File: src/rtl/conv1_pkg.sv
// conv1_pkg: shared types and constants for the layer-1 conv window sequencer.
package conv1_pkg;
  localparam int KSIZE = 5;
  localparam int PAD = 2;
  typedef logic signed [7:0] sample_t;
  typedef sample_t [KSIZE-1:0] window_t;
  typedef enum logic [2:0] {IDLE, FILL, ISSUE, WAIT, EMIT, SLIDE} state_t;
endpackage

File: src/rtl/conv1_window_shreg.sv
// conv1_window_shreg: 5-tap sample window; element 0 oldest, element 4 newest.
module conv1_window_shreg
  import conv1_pkg::*;
(
  input  logic            clk,
  input  logic            rst,
  input  logic            shift,
  input  logic            zero,
  input  logic            clr,
  input  logic [7:0]      din,
  output logic [4:0][7:0] win
);
  sample_t fill;
  assign fill = zero ? sample_t'(0) : sample_t'(din);
  always_ff @(posedge clk or negedge rst)
    if (!rst) win <= '0;
    else if (clr) win <= '0;
    else if (shift) win <= {fill, win[4:1]};
endmodule

File: src/rtl/conv1_window_sequencer.sv
// conv1_window_sequencer: drives the layer-1 conv datapath one window per output.
// Defining CONV1_ZERO_PAD_EN selects "same" padding (2 zeros each side).
module conv1_window_sequencer
  import conv1_pkg::*;
#(
  parameter int SIG_LEN  = 187,
  parameter int CONV_LAT = 1
) (
  input  logic                       clk,
  input  logic                       rst,
  input  logic                       in_valid,
  output logic                       in_ready,
  input  logic [7:0]                 in_data,
  output logic                       conv_en,
  output logic [4:0][7:0]            conv_win,
  input  logic [7:0]                 ch0,
  input  logic [7:0]                 ch1,
  input  logic [7:0]                 ch2,
  input  logic [7:0]                 ch3,
  output logic                       out_valid,
  input  logic                       out_ready,
  output logic [31:0]                out_data,
  output logic [$clog2(SIG_LEN)-1:0] out_idx,
  output logic                       frame_done,
  output logic                       busy
);
  localparam int IW = $clog2(SIG_LEN);
  localparam int CW = $clog2(SIG_LEN + 1);
  localparam int LW = $clog2(CONV_LAT + 1);
`ifdef CONV1_ZERO_PAD_EN
  localparam bit PAD_EN = 1'b1;
  localparam int FILL_N = KSIZE - PAD;
  localparam int NOUT = SIG_LEN;
`else
  localparam bit PAD_EN = 1'b0;
  localparam int FILL_N = KSIZE;
  localparam int NOUT = SIG_LEN - KSIZE + 1;
`endif
  localparam logic [IW-1:0] LAST = IW'(NOUT - 1);
  state_t state, nxt;
  logic [CW-1:0] cnt;
  logic [LW-1:0] lat;
  logic acc, tail;
  assign acc = in_valid && in_ready;
  // once every sample is in, padded slides feed zeros instead of waiting on input
  assign tail = PAD_EN && cnt == CW'(SIG_LEN);
  assign busy = state != IDLE;
  conv1_window_shreg u_shreg (
    .clk  (clk),
    .rst  (rst),
    .shift(acc || (state == SLIDE && tail)),
    .zero (tail),
    .clr  (PAD_EN && frame_done),
    .din  (in_data),
    .win  (conv_win)
  );
  always_comb begin
    nxt = state;
    in_ready = 1'b0;
    conv_en = 1'b0;
    out_valid = 1'b0;
    frame_done = 1'b0;
    case (state)
      IDLE: begin
        in_ready = rst;
        nxt = in_valid ? FILL : IDLE;
      end
      FILL: begin
        in_ready = 1'b1;
        nxt = (in_valid && cnt == CW'(FILL_N - 1)) ? ISSUE : FILL;
      end
      ISSUE: begin
        conv_en = 1'b1;
        nxt = WAIT;
      end
      WAIT: nxt = (lat == LW'(1)) ? EMIT : WAIT;
      EMIT: begin
        out_valid = 1'b1;
        frame_done = out_ready && out_idx == LAST;
        nxt = !out_ready ? EMIT : frame_done ? IDLE : SLIDE;
      end
      SLIDE: begin
        in_ready = !tail;
        nxt = (in_valid || tail) ? ISSUE : SLIDE;
      end
      default: nxt = IDLE;
    endcase
  end
  always_ff @(posedge clk or negedge rst)
    if (!rst) begin
      state <= IDLE;
      cnt <= '0;
      lat <= '0;
      out_idx <= '0;
      out_data <= '0;
    end else begin
      state <= nxt;
      cnt <= frame_done ? '0 : acc ? cnt + 1'b1 : cnt;
      lat <= (state == ISSUE) ? LW'(CONV_LAT) : (state == WAIT) ? lat - 1'b1 : lat;
      out_idx <= frame_done ? '0 : (out_valid && out_ready) ? out_idx + 1'b1 : out_idx;
      if (state == WAIT && lat == LW'(1)) out_data <= {ch3, ch2, ch1, ch0};
    end
endmodule

File: config.mk
export PLATFORM = sky130hd
export DESIGN_NAME = conv1_window_sequencer
export DESIGN_NICKNAME = d
export VERILOG_FILES = /design/src/rtl/conv1_pkg.sv /design/src/rtl/conv1_window_shreg.sv /design/src/rtl/conv1_window_sequencer.sv
export SDC_FILE = /design/constraint.sdc
export NUM_CORES = 1
export LEC_CHECK = 0
export ABC_AREA = 1
export ABC_CLOCK_PERIOD_IN_PS = 3050
export BUFFER_PORTS_ARGS = -buffer_cell sky130_fd_sc_hd__clkbuf_2
export CAP_MARGIN = 5
export CORE_UTILIZATION = 50
export CTS_CLUSTER_SIZE = 16
export DETAILED_ROUTE_END_ITERATION = 12
export PLACE_DENSITY = 0.79
export SLEW_MARGIN = 20
export SYNTH_ARGS = -nofsm -noshare
export SYNTH_HDL_FRONTEND = slang
export SYNTH_SLANG_ARGS = --single-unit
File: constraint.sdc
create_clock -name clk -period 3.05 [get_ports clk]
set_input_delay 0.4575 -clock clk [delete_from_list [all_inputs] [get_ports clk]]
set_output_delay 0.4575 -clock clk [all_outputs]
set_load 0.02 [all_outputs]
==> impl_metrics.py <==
metrics = {
    "status": {
        "status": "finished, final reports clean",
    },
    "logic_synthesis": {
        "synth_top_family_by_area": "simple AND/OR/NAND/NOR gates",
        "async_flop_share": 1.00,
        "synth_edf_count": 0,
        "yosysSeqAreaShare": 0.582,
        "synthAdderAreaFrac": 0.0127,
        "yosysMostFrequentCell": "nand2_1",
        "synth.avg_cell_area_um2": 8.54,
        "synth_nets": 511,
        "synth_simple_gate_area_frac": 0.272,
        "post_synth_mux_area_share": 0,
        "synth_top_area_frac": 0.582,
        "synth_top_flop_cell": "dfrtp_1",
        "synth_cell_types": 23,
        "synthXorXnorAreaFrac": 0.0133,
        "syn_area_um2": 3950,
        "yosysTopAreaCell": "dfrtp_1",
        "synth-compound-area-share": 0.0538,
        "synth.area.top_cells": "dfrtp_1 (58%), nand2_1 (20%), nand3_1 (3.5%)",
        "ys_warn_count": 0,
        "synth_cells": 463,
        "synth_seq_cells": 92,
        "synth_common_cells": "nand2_1 (214), dfrtp_1 (92), inv_1 (34)",
    },
    "placement": {
        "dpl.cell_count": 681,
        "io_buffer_count": 128,
        "placed_area_um2": 4650,
        "dp.final_hpwl_um": 6100,
        "place_congestion": 0.932,
    },
    "global_routing": {
        "grt_usage": 0.215,
        "grt_pass1_wl_um": 14300,
        "grt_max_degree": 52,
        "grt_pass1_vias": 3144,
        "overflow": 0,
        "antenna_found_initial": 0,
    },
    "sta": {
        "rsz0062_at_grt": "false",
        "relSlewSlack": 0.589,
        "setup_violations": 0,
        "fmax_ghz": 0.447,
        "report.final.slew_viol_count": 0,
        "worstMarginPinSlew_ns": 0.617,
        "setup-tns-final_ns": 0,
        "timing.hold.ws_ns": 0.181,
        "timing_hold_violations_final": 0,
        "post-route-min-period_ns": 2.24,
        "clock_skew_ns": 0.0140,
        "fin_crit_sh": 0.734,
    },
    "critical_path": {
        "r2r_setup_slack_ns": 1.22,
        "critPathLaunchType": "flop",
        "crit_type": "reg2out",
        "cp_max_fo": 10,
        "endpoint_kind": "primary output",
        "path_depth": 7,
        "critical_path_required_ns": 2.59,
        "cp_cell_sequence": "inv_1 -> ha_1 -> nand2_1 -> nor2_1 -> nand3_2 -> inv_1 -> clkbuf_2",
        "rr_startpoint": "out_idx[0]$_DFFE_PN0P_",
        "r2r_end": "out_idx[5]$_DFFE_PN0P_",
        "critPathMaxStageDelay_ns": 0.46,
        "crit_slowest_cell": "dfrtp_1",
        "cp_common_cell": "inv_1",
        "worstPathArrival_ns": 1.78,
        "crit_family": "flip-flops",
        "crit_buf_inv": 3,
        "reg2reg_depth": 7,
    },
    "pwr": {
        "total_power_uw": 5040,
        "peakVddDrop_mv": 0.560,
        "power.density_nw_per_um2": 1040,
        "p_leak_uw": 0.00271,
    },
    "min_path": {
        "hp-class": "in2async",
    },
    "clocking": {
        "clk_path_buf_depth": 2,
        "insertion_delay_ns": 0.36,
        "cts.sinks": 92,
        "clk_pin_slew_ns": 0.10,
        "cts_hold_buf": 0,
        "cts_setup_buffers": 0,
        "htreeDepth": 3,
        "cts_tree": "done",
        "cts_buffers": 9,
        "clockRootBuffer": "clkbuf_8",
        "post_cts_resized": 0,
    },
    "floorplanning": {
        "ios": 129,
        "placeableCoreArea_um2": 7690,
        "die_w_um": 90.9,
        "initial_utilization": 0.514,
        "die_area_um2": 8270,
        "die_y_um": 90.9,
        "num_rows": 32,
    },
    "cells_and_area": {
        "antenna_cells": 0,
        "regArea_um2": 2300,
        "layout-drive-gt1-share": 0.271,
        "nNetsFinal": 638,
        "multi_input_area_um2": 1400,
        "layout.cells.non_filler": 697,
        "final_area_um2": 4840,
        "fill_cells": 671,
        "areaGrowthSynthToFinish_pct": 22.4,
    },
    "detailed_routing": {
        "vias": 3347,
        "drtAntennaViolNets": 0,
        "first_pass_iters": 6,
        "via_per_inst": 4.80,
        "first_iter_violations": 99,
        "drt-total-wl_um": 8410,
        "wl_per_cell_um": 12.1,
        "drc": 0,
    },
    "job": {
        "cap_viol_max_count": 0,
    },
}
## logic make-up (layout without fill, tap and decap cells)
family                     count (synthesis)  count (layout)
adders and majority gates                  4               4
DFF                                       92              92
xor gates and xnor gates                   6               6
buffers and inverters                     54             186
and+or+nand+nor                          268             268
AOI/OAI and AO/OA                         39              39
## where the power goes
part | switching, uW | internal, uW | total (uW)
registers | 351 | 1740 | 2090
clock network | 448 | 333 | 781
logic | 1480 | 690 | 2170
## metrics by stage
stage	util	setup slack [ns]
after floorplan	-	1.30
after global placement	0.605	1.23
after detailed placement	0.605	1.19
after CTS	0.630	0.793
after global routing	0.630	0.633
final	0.630	0.813
## routing by layer
metal  global-route usage  routed length, um  share of wire  vias up
li1                     -                  -              -     1688
met5                    0                  0              0        -
met3               0.0539                519          0.062        5
met4               0.0754                 38         0.0045        0
met2                0.352               4030           0.48       98
met1                0.279               3820           0.45     1556
## worst max path at each step
stage	to	startpoint
after floorplan	frame_done	out_idx[0]$_DFFE_PN0P_
after global placement	frame_done	out_idx[0]$_DFFE_PN0P_
after detailed placement	frame_done	out_idx[0]$_DFFE_PN0P_
after CTS	frame_done	out_idx[0]$_DFFE_PN0P_
after global routing	frame_done	state[0]$_DFF_PN0_
final	frame_done	out_idx[0]$_DFFE_PN0P_
## cells in the final DEF (no fill, tap or decap), types with 2 or more instances in the layout
cell type  instances
nand2_1          214
clkbuf_8          10
nand3_2            3
nor3_1             3
clkbuf_2         127
o21ai_0           26
inv_6              2
nor2_1            17
o21ai_2            3
dfrtp_1           92
o21ai_1            7
nand3_1           28
buf_4              6
xor2_1             5
inv_1             34
inv_2              3
clkinv_4           2
ha_1               4
## state kept, by name, indices dropped and copies added (netlist names)
name,flops
u_shreg.win,40
out_data,32
state,3
cnt,8
out_idx,8
lat,1
## layout make-up
class,instances,area share
timing repair buffer,133,0.141
multi-input combinational,317,0.289
clock inverter,6,0.0111
sequential,92,0.476
tap,102,0.0264
clock buffer,10,0.0284
inverter,37,0.0287
## worst register-to-register path, cell delays in order, from the launching register on
cell,delay [ns]
dfrtp_1,0.46
inv_1,0.11
ha_1,0.15
nand2_1,0.05
nor2_1,0.18
nand4_1,0.48
nand3_1,0.23
nand2_1,0.07
No activity file was read; power rests on OpenSTA's default activity.
